File: src/rtl/exec_unit_pipe.sv
// ALU execution stage: one-cycle add/sub, iterative shift-add multiply,
// result held in a valid/ready output stage until the writeback side takes it.
module exec_unit_pipe #(
   parameter int unsigned WIDTH    = 8,
   parameter int unsigned SIZE     = 64,
   parameter int unsigned SATURATE = 0
) (
   input  logic                    clk,
   input  logic                    rst_n,
   input  logic                    in_valid,
   output logic                    in_ready,
   input  logic [1:0]              opcode,
   input  logic [WIDTH-1:0]        src1,
   input  logic [WIDTH-1:0]        src2,
   input  logic [$clog2(SIZE)-1:0] dst_addr,
   output logic                    out_valid,
   input  logic                    out_ready,
   output logic [WIDTH-1:0]        dst,
   output logic [$clog2(SIZE)-1:0] dst_out,
   output logic                    ovf,
   output logic                    zero,
   output logic                    busy
);

   localparam int unsigned TAG_W = $clog2(SIZE);
   localparam int unsigned CNT_W = $clog2(WIDTH);
   localparam int unsigned PW    = 2 * WIDTH;

   localparam logic [1:0] OP_NOP = 2'b00;
   localparam logic [1:0] OP_MUL = 2'b01;
   localparam logic [1:0] OP_ADD = 2'b10;
   localparam logic [1:0] OP_SUB = 2'b11;

   typedef enum logic [1:0] {IDLE, MUL_RUN, DONE} state_t;

   state_t            state, state_d, start_state;
   logic [PW-1:0]     acc, a_sh, mul_next;
   logic [WIDTH-1:0]  b_sh;
   logic [CNT_W-1:0]  cnt;
   logic [TAG_W-1:0]  tag_q;
   logic [WIDTH:0]    sum_c;
   logic [WIDTH-1:0]  raw_c, sat_c, res_c;
   logic              of_c, accept, mul_last, load_res;

   assign in_ready  = (state == IDLE) || ((state == DONE) && out_ready);
   assign accept    = in_valid && in_ready;
   assign out_valid = (state == DONE);
   assign busy      = (state != IDLE);
   assign mul_last  = (state == MUL_RUN) && (cnt == CNT_W'(WIDTH - 1));
   assign load_res  = mul_last || (accept && ((opcode == OP_ADD) || (opcode == OP_SUB)));
   assign sum_c     = {1'b0, src1} + {1'b0, src2};
   assign mul_next  = acc + (b_sh[0] ? a_sh : PW'(0));

   // State register
   always_ff @(posedge clk or negedge rst_n) begin
      if (!rst_n) state <= IDLE;
      else        state <= state_d;
   end

   // Next state; a consume in DONE may chain straight into the next command
   always_comb begin
      state_d     = state;
      start_state = IDLE;
      case (opcode)
         OP_MUL:         start_state = MUL_RUN;
         OP_ADD, OP_SUB: start_state = DONE;
         OP_NOP:         start_state = IDLE;
         default:        start_state = IDLE;
      endcase
      case (state)
         IDLE:    if (accept) state_d = start_state;
         MUL_RUN: if (mul_last) state_d = DONE;
         DONE:    if (out_ready) state_d = accept ? start_state : IDLE;
         default: state_d = IDLE;
      endcase
   end

   // Result selection: multiplier completion or the incoming add/sub
   always_comb begin
      raw_c = '0;
      of_c  = 1'b0;
      sat_c = '0;
      if (state == MUL_RUN) begin
         raw_c = mul_next[WIDTH-1:0];
         of_c  = |mul_next[PW-1:WIDTH];
         sat_c = '1;
      end else if (opcode == OP_SUB) begin
         raw_c = src1 - src2;
         of_c  = (src1 < src2);
         sat_c = '0;
      end else begin
         raw_c = sum_c[WIDTH-1:0];
         of_c  = sum_c[WIDTH];
         sat_c = '1;
      end
      res_c = ((SATURATE != 0) && of_c) ? sat_c : raw_c;
   end

   // Multiplier engine and output stage
   always_ff @(posedge clk or negedge rst_n) begin
      if (!rst_n) begin
         acc     <= '0;
         a_sh    <= '0;
         b_sh    <= '0;
         cnt     <= '0;
         tag_q   <= '0;
         dst     <= '0;
         dst_out <= '0;
         ovf     <= 1'b0;
         zero    <= 1'b0;
      end else begin
         if (accept) begin
            acc   <= '0;
            a_sh  <= PW'(src1);
            b_sh  <= src2;
            cnt   <= '0;
            tag_q <= dst_addr;
         end else if (state == MUL_RUN) begin
            acc  <= mul_next;
            a_sh <= a_sh << 1;
            b_sh <= b_sh >> 1;
            cnt  <= cnt + CNT_W'(1);
         end
         if (load_res) begin
            dst     <= res_c;
            ovf     <= of_c;
            zero    <= (res_c == '0);
            dst_out <= mul_last ? tag_q : dst_addr;
         end
      end
   end

endmodule

File: config.mk
export PLATFORM = sky130hd
export DESIGN_NAME = exec_unit_pipe
export DESIGN_NICKNAME = d
export VERILOG_FILES = /design/src/rtl/exec_unit_pipe.sv
export SDC_FILE = /design/constraint.sdc
export NUM_CORES = 1
export LEC_CHECK = 0
export ABC_AREA = 1
export ABC_CLOCK_PERIOD_IN_PS = 7600
export CORE_MARGIN = 2
export CORE_UTILIZATION = 62
export CTS_CLUSTER_SIZE = 24
export DETAILED_ROUTE_END_ITERATION = 16
export PLACE_DENSITY = 0.86
export SLEW_MARGIN = 20
export SYNTH_ARGS = -nofsm -noshare
export SYNTH_HDL_FRONTEND = slang
export SYNTH_SLANG_ARGS = --single-unit
File: constraint.sdc
create_clock -name clk -period 7.6 [get_ports clk]
set_clock_uncertainty 0.1 [all_clocks]
set_input_delay 1.52 -clock clk [delete_from_list [all_inputs] [get_ports clk]]
set_output_delay 1.52 -clock clk [all_outputs]
set_load 0.005 [all_outputs]
Word-level counts from Yosys, hierarchy flattened. Cells that the tools add are included.

$lt $le $gt $ge: 1. Reduce and logical (&&, ||, !) cells: 15. Muxes and demuxes: 20. Equal/unequal tests: 9. Add/subtract/negate cells: 4.

Operators with widths (count): 16-bit 2-to-1 mux (5); 8-bit 2-to-1 mux (4); 16-bit adder (1); 2-bit one-hot mux with 3 select lines (2); 8-bit by 8-bit adder with 9-bit output (1); 8-bit zero test (1); 8-bit less-than comparator (1); 2-bit 2-to-1 mux (4); 8-bit OR reduction (1); 8-bit subtractor (1); 2-bit equality test (second input constant) (3); 3-bit 2-to-1 mux (2); 6-bit 2-to-1 mux (1); 2-bit by 1-bit equality test with 1-bit output (second input constant) (2); 1-bit logical AND (4); 2-bit zero test (2); 2-bit inequality test (second input constant) (2); 2-bit nonzero test (2); 3-bit by 1-bit adder with 3-bit output (second input constant) (1); 3-bit equality test (second input constant) (1); 1-bit logical OR (3); 3-bit AND reduction (1); 1-bit 2-to-1 mux (2); 2-bit by 1-bit inequality test with 1-bit output (second input constant) (1); 2-bit OR reduction (1).

Logic and storage cells: 59. Bits of input ports: 28. Bits in registers: 67.

Logic depth before layout (Yosys ltp).
Depth in word-level cells: 7. Mapped depth: 19. Depth with buffers taken out: 17.

Worst setup path before layout. Ideal clock, no wire load.

Path kind: in2out. Start point: in out_ready. End point: out in_ready. Path buffers: 0. Data arrival time: 1.751 ns. Path slack: 4.229 ns. Stages: 2. Cells stage by stage: inv_1 > a21oi_1.

Word-level cells in the longest chain between the ends: 2.

RTL lines: from (decl) (RTL line 17) `input logic out_ready,`; 1-bit logical AND (RTL line 45) `assign in_ready = (state == IDLE) || ((state == DONE) && out_ready);`; 1-bit logical OR (RTL line 45); to (decl) (RTL line 11) `output logic in_ready,`.

Every way passes these cells.

Worst setup path after layout. Ends and elaborated chain as after synthesis.

==> impl_metrics.json <==
{
  "start_of_the_worst_register_to_register_path": "state[1]",
  "placementRows": 31,
  "ys_ff_latch": 67,
  "report.power.total_mw": 1.594,
  "static-leakage-power_nw": 2.869,
  "holdBufCountCts": 0,
  "ios": 47,
  "netlist.area_leader.share_pct": 37.24,
  "syn_inst": 636,
  "power.ir.vdd_worst_uv": 197.3,
  "setup-tns-final_ps": 0,
  "grt-ovfl-total": 0,
  "synthTopCellsByArea": "sky130_fd_sc_hd__dfrtp_1 37%, sky130_fd_sc_hd__nand2_1 18%, sky130_fd_sc_hd__ha_1 9.2%",
  "post_synth_num_cell_types": 33,
  "netlist.top_cell.by_area": "sky130_fd_sc_hd__dfrtp_1",
  "p_switching_mw": 0.6706,
  "timing_hold_violations_final": 0,
  "groute.usage.overall_pct": 30.44,
  "wl_cell_um": 14.37,
  "syn_area_per_cell_um2": 7.078,
  "finalNetCount": 740,
  "mappedNetlistArea_mm2": 0.004502,
  "fin_util_pct": 73.07,
  "cp_data_required_time_ps": 5980,
  "setup_viol": 0,
  "worstReg2RegEnd": "b_sh[4]",
  "die_area_mm2": 0.007958,
  "yosysWarningCount": 0,
  "power.switching_fraction_pct": 42.07,
  "synth_seq_area_share_pct": 37.24,
  "initial_util_pct": 63.08,
  "timing.fmax_mhz": 226.9,
  "clock_latency_at_the_later_pin_of_the_worst_skew_pair_ps": 350,
  "status": "completed",
  "hpwl_after_detailed_placement_mm": 8.394,
  "number_of_antenna_violations_at_the_first_check_in_global_routing": 0,
  "post_dp_cell_area_mm2": 0.005009,
  "cts_num_sinks": 67,
  "synth-main-ff-cell": "sky130_fd_sc_hd__dfrtp_1",
  "critPathLaunch": "out_ready",
  "clkSlewWorstSetupHoldPaths_ps": 80,
  "detailroute.via_count": 4216,
  "post-route-drc-count": 0,
  "grt_max_degree": 68,
  "part_of_the_power_in_combinational_logic_pct": 43.6,
  "finalWorstPathRequiredPeriod_ps": 4408,
  "antenna_cells": 0,
  "power.clock.fraction_pct": 19.8,
  "htreeDepth": 3,
  "timing.hold.worst_path_depth": 2,
  "critPathLaunchType": "input port",
  "fin_worst_hold_slack_ps": 390.8,
  "share_of_flip_flops_with_an_asynchronous_set_or_reset_pct": 100.0,
  "worst-path-max-fanout": 3,
  "cellInternalPower_mw": 0.9235,
  "power_per_cell_area_mw_per_mm2": 305.7,
  "timing.critical_path.to_type": "primary output",
  "die-width_um": 89.21,
  "starting_drt_drc_count": 364,
  "clk_root_buffer_cell": "sky130_fd_sc_hd__clkbuf_8",
  "synth.most_common_cell": "sky130_fd_sc_hd__nand2_1",
  "area_growth_pct": 15.84,
  "postRouteWirelength_mm": 11.21,
  "cts_resized": 0,
  "die_height_um": 89.21,
  "finalWeightedCongestion": 0.9265,
  "viasPerCell": 5.405,
  "cts_tree": "done",
  "worstMarginPinSlew_ps": 851.2,
  "post_cts.repair.setup_buffers": 0,
  "drt.antenna.violating_nets": 0,
  "cts_max_path_buffers": 2,
  "r2r_slack_ps": 4680,
  "filler_cell_count": 587,
  "holdCritPathClass": "reg2reg",
  "timing.critical_path.arrival_ps": 2790,
  "port_buffers": 46,
  "pwr-share-seq_pct": 36.6,
  "max_slew_margin_pct": 43.25,
  "postLayoutCellArea_mm2": 0.005215,
  "drt_pre_antenna_iters": 5,
  "r2r_cells": 6,
  "grt_pass1_vias": 4058,
  "final_max_slew_viol_count": 0,
  "criticalPathCategory": "in2out",
  "max-cap-violations": 0,
  "rsz_0062_raised_after_global_routing": "no",
  "timing.final.crit_share_pct": 58.00,
  "synth_common_cells": "217 x sky130_fd_sc_hd__nand2_1, 96 x sky130_fd_sc_hd__inv_1, 67 x sky130_fd_sc_hd__dfrtp_1, 38 x sky130_fd_sc_hd__nand3_1, 37 x sky130_fd_sc_hd__nor2_1",
  "critPathCapture": "in_ready",
  "grt_first_pass_wirelength_mm": 18.57,
  "number_of_enable_type_register_cells_in_the_synthesized_netlist": 0,
  "drive_gt1_share_pct": 3.818,
  "syn_nets": 700,
  "cts_made_buffers": 9,
  "floorplan_core_area_mm2": 0.007137
}
placed cells by master, fill, tap and decap left out, drive strengths merged, types with 2 or more instances in the layout:
cell and n:
o221ai 13, nand3 38, a21oi 26, ha 33
xnor2 3, o21ai 35, buf 2, a22o 3
inv 107, nand4 6, or2 3, nand3b 4
nand2 217, a31oi 4, o22ai 9, clkinvlp 2
dfrtp 67, and2 3, fa 3, nor2 38
clkdlybuf4s50 45, clkbuf 9
layout make-up:
class	instances	area (um2)	share of cell area, %
multi-input cells	447	2355	45.15
flip-flops and latches	67	1677	32.15
repair buffers	47	462.9	8.877
inverters	104	390.4	7.486
clock buffers	9	123.9	2.375
well taps	99	123.9	2.375
clock inverters	7	82.58	1.583
sequential cells by signal, summed over array words and instances, names as in the netlist:
| register | flops |
|---|---|
| state | 2 |
| cnt | 3 |
| b_sh | 8 |
| ovf | 1 |
| a_sh | 16 |
| acc | 16 |
| dst_out | 6 |
| tag_q | 6 |
| zero | 1 |
| dst | 8 |
worst min path at each step:
stage | slack [ps] | from | endpoint
after global routing | 420 | acc[7] | acc[7]
final | 390 | dst[0] | dst[0]
after global placement | 360 | cnt[0] | cnt[0]
after floorplan | 350 | tag_q[0] | tag_q[0]
after detailed placement | 370 | dst[0] | dst[0]
after CTS | 400 | dst[0] | dst[0]
power by group through the flow:
stage                     Clock [mW]  Sequential (mW)  Combinational [mW]
after floorplan                    0            0.557               0.461
after global placement             0            0.579               0.660
after detailed placement           0            0.583               0.683
after CTS                      0.319            0.581               0.690
after global routing           0.334            0.599               0.780
final                          0.315            0.583               0.695
cells by family after synthesis:
group / Yosys count / share of synthesized area (%)
AND/OR/NAND/NOR: 310 / 28.10
buffers and inverters: 122 / 10.45
AO/OA/AOI/OAI: 97 / 12.92
flip-flops: 67 / 37.24
adder cells (fa/ha/maj): 36 / 10.51
XOR/XNOR: 4 / 0.7784
per-stage QoR:
step | instances | worst slack (ps)
finish | 780 | 3192
global route | 780 | 3130
CTS | 780 | 3186
detailed placement | 764 | 3177
global placement | 764 | 3244
floorplan | 636 | 4229
metal layers:
layer	track usage, %	vias to the layer above	wire length (um)
met5	0	-	0
met4	10.99	0	231
met3	5.633	22	476
met2	48.89	119	5311
met1	41.47	1962	5192
li1	-	2113	-
worst max-delay path, stage by stage:
cell                              delay, ps
sky130_fd_sc_hd__clkdlybuf4s50_1        450
sky130_fd_sc_hd__inv_1                   50
sky130_fd_sc_hd__a21oi_1                210
sky130_fd_sc_hd__clkdlybuf4s50_1        560
(Power assumes the default switching activity.)
==> variant, RTL diff (same flow settings) <==
Re-encode `state_t` (3 states) as one-hot, 3 bits wide.
--- a/src/rtl/exec_unit_pipe.sv
+++ b/src/rtl/exec_unit_pipe.sv
@@ -31,7 +31,7 @@
    localparam logic [1:0] OP_ADD = 2'b10;
    localparam logic [1:0] OP_SUB = 2'b11;
 
-   typedef enum logic [1:0] {IDLE, MUL_RUN, DONE} state_t;
+   typedef enum logic [2:0] {IDLE = 3'b001, MUL_RUN = 3'b010, DONE = 3'b100} state_t;
 
    state_t            state, state_d, start_state;
    logic [PW-1:0]     acc, a_sh, mul_next;
Function: no difference found for any inputs over 4 cycles, from zero or initial values and one cycle with rst_n low; so few cycles prove little.
==> variant against the original RTL <==
  * Clock power rose by 1%
  * Critical path depth is the same
  * Design area increased by 3.4%
  * Area after synthesis up 4.6%
  * Routed wire length is 3.4% higher
  * Register-to-register slack worse by 0.09 ns
  * Sequential power down 3%
  * Sequential cell count is 1 higher
  * Utilization increased by 0.85 points
  * Count of clock-buffer cells in the layout unchanged
  * Setup slack better by 0.094 ns
  * Power shrank 12%
==> variant: results (changes against the original RTL) <==
PWR
--------------------------------------------------------------------------------------
Peak VDD IR                                                                     269 µV   +36%
Reported leakage power                                                         3.02 nW   +5.2%

SYNTHESIS
--------------------------------------------------------------------------------------
Most frequent cells after synthesis                                       229 x nand2_1, 99 x inv_1, 67 x dfrtp_1, 47 x nand3_1, 38 x nor2_1
Adder-Cell Fraction of Synth Area                                                10.0%   -0.46 points
Share of the yosys chip area belonging to registers                              36.2%   -1.1 points
Multiplexer area fraction after synthesis                                           0%   unchanged
Area fraction in compound gates after synthesis                                  11.3%   -1.6 points
Xor and xnor fraction of the mapped netlist area                                0.558%   -0.22 points
Syn_nets                                                                           727   +3.9%
Async S/R FF share, synth                                                         100%   unchanged
Syn Area/Cell                                                                 7.10 µm²   +0.33%
Number of distinct standard cells referenced by the synthesized netlist             44   +33%
Leading cell types by total area after synthesis                          dfrtp_1 36%, nand2_1 18%, ha_1 8.8%, inv_1 7.9%, nand3_1 5.0%
Leading register cell type out of synthesis                                    dfrtp_1
Yosys warning count                                                                  0   unchanged

LAYOUT
--------------------------------------------------------------------------------------
Count of antenna diodes in the layout                                                0   unchanged
Count of placed standard cells in the final layout, fillers left out               807   +3.5%
FILL cells                                                                         594   +1.2%
Largest registers in the final layout                                     a_sh: 16 flops, acc: 16 flops
Net count of the finished layout                                                   767   +3.6%
Ratio of cells with drive above 1 in the final layout                            5.79%   +2.0 points

GLOBAL ROUTE
--------------------------------------------------------------------------------------
Number of global-route vias before repair                                         4336   +6.9%
Maximum number of pins on one net before global-route repair                        69   +1.5%
First-pass GRT wire length                                                    19900 µm   +7.0%
Total track usage                                                                29.6%   -0.87 points
Antenna violations before repair                                                     0   unchanged

PLACEMENT
--------------------------------------------------------------------------------------
Placed Cells                                                                       791   +3.5%
Placement-stage worst setup slack                                              3.29 ns   +0.109 ns
HPWL after DPL                                                                 8570 µm   +2.1%
Placed instance area                                                       0.00518 mm²   +3.5%
Placer congestion estimate                                                       0.890   -4.0%
Port bufs                                                                           46   unchanged

CTS
--------------------------------------------------------------------------------------
Clock insertion delay at the later pin of the skew report                      0.36 ns
Post-CTS setup-driven buffer insertion count                                         0   unchanged
Total clock buffers created by CTS                                                   9   unchanged
Clock Tree Buf Depth                                                                 2   unchanged
Post-CTS resize count                                                                0   unchanged
Clk slew on worst S/H paths                                                    0.09 ns

CRITICAL PATH
--------------------------------------------------------------------------------------
Data arrival at the endpoint of the critical path                              2.69 ns   -0.10 ns
Peak fanout along the critical path                                                  3   unchanged

ROUTING
--------------------------------------------------------------------------------------
First-iteration detailed-routing DRC count                                         272   -25%
Wire length per cell after detailed routing                                    14.4 µm   about the same
DRT Pass-1 Iters                                                                     5   unchanged
Via total after detailed routing                                                  4393   +4.2%

STA
--------------------------------------------------------------------------------------
Slew @ Worst Pin                                                              0.881 ns   +0.0297 ns

WORST HOLD PATH
--------------------------------------------------------------------------------------
Worst hold path type                                                           reg2reg

STATUS
--------------------------------------------------------------------------------------
Status                                                                    finished, final reports clean

-- variant: cell types whose count changed after synthesis, moves of 3 or more --
cell / change
o21ai_0: +19
o21ai_1: -17
nand2_1: +12
nand3_1: +9
o221ai_1: -8
a21oi_1: -7
clkbuf_1: -5
inv_2: -4
inv_1: +3
nand2_2: +3
nand2_4: +3
or2_2: +3
xnor2_1: -3
-- variant: layout make-up --
cell class | count | area, µm² | area share, %
clock inverters | 7 | 81.3 | 1.51
multi-input cells | 473 | 2500 | 46.3
inverters | 104 | 398 | 7.38
repair buffers | 47 | 463 | 8.59
flip-flops and latches | 68 | 1700 | 31.6
clock buffers | 9 | 124 | 2.30
well taps | 99 | 124 | 2.30
-- variant: cells by family (layout without fill, tap and decap cells) --
family                     count (synthesis)  count (layout)
adders and majority gates                 36              36
and+or+nand+nor                          344             344
buffers and inverters                    122             167
xor gates and xnor gates                   3               3
DFF                                       68              68
AOI/OAI and AO/OA                         90              90
-- variant: final timing paths --
path / from / to / slack, ns / cells past startpoint
setup / recovery: out_ready / in_ready / 3.29 / 4
hold / removal: dst_out[2] / dst_out[2] / 0.39 / 2
setup reg to reg: state[0] / ovf / 4.59 / 9
hold reg to reg: dst_out[2] / dst_out[2] / 0.39 / 2
max in group asynchronous: rst_n / b_sh[1] / 5.55 / 2
min in group asynchronous: rst_n / b_sh[7] / 1.24 / 2
-- variant: where the power goes --
part,internal (mW),switching [mW],leakage (nW)
Clock,0.156,0.163,0.101
Sequential,0.477,0.0859,0.876
Combinational,0.222,0.292,2.04
-- variant: metal layers --
| metal | up-vias | track usage (%) | part of all wire, % |
|---|---|---|---|
| li1 | 2192 | - | - |
| met1 | 2046 | 40.8 | 46 |
| met2 | 134 | 47.5 | 46 |
| met3 | 21 | 6.47 | 6.7 |
| met4 | 0 | 7.58 | 1.5 |
| met5 | - | 0 | 0 |
-- variant: critical path: stages --
cell,delay (ns)
clkdlybuf4s50_1,0.47
nand3_1,0.09
nand2_2,0.11
clkdlybuf4s50_1,0.51
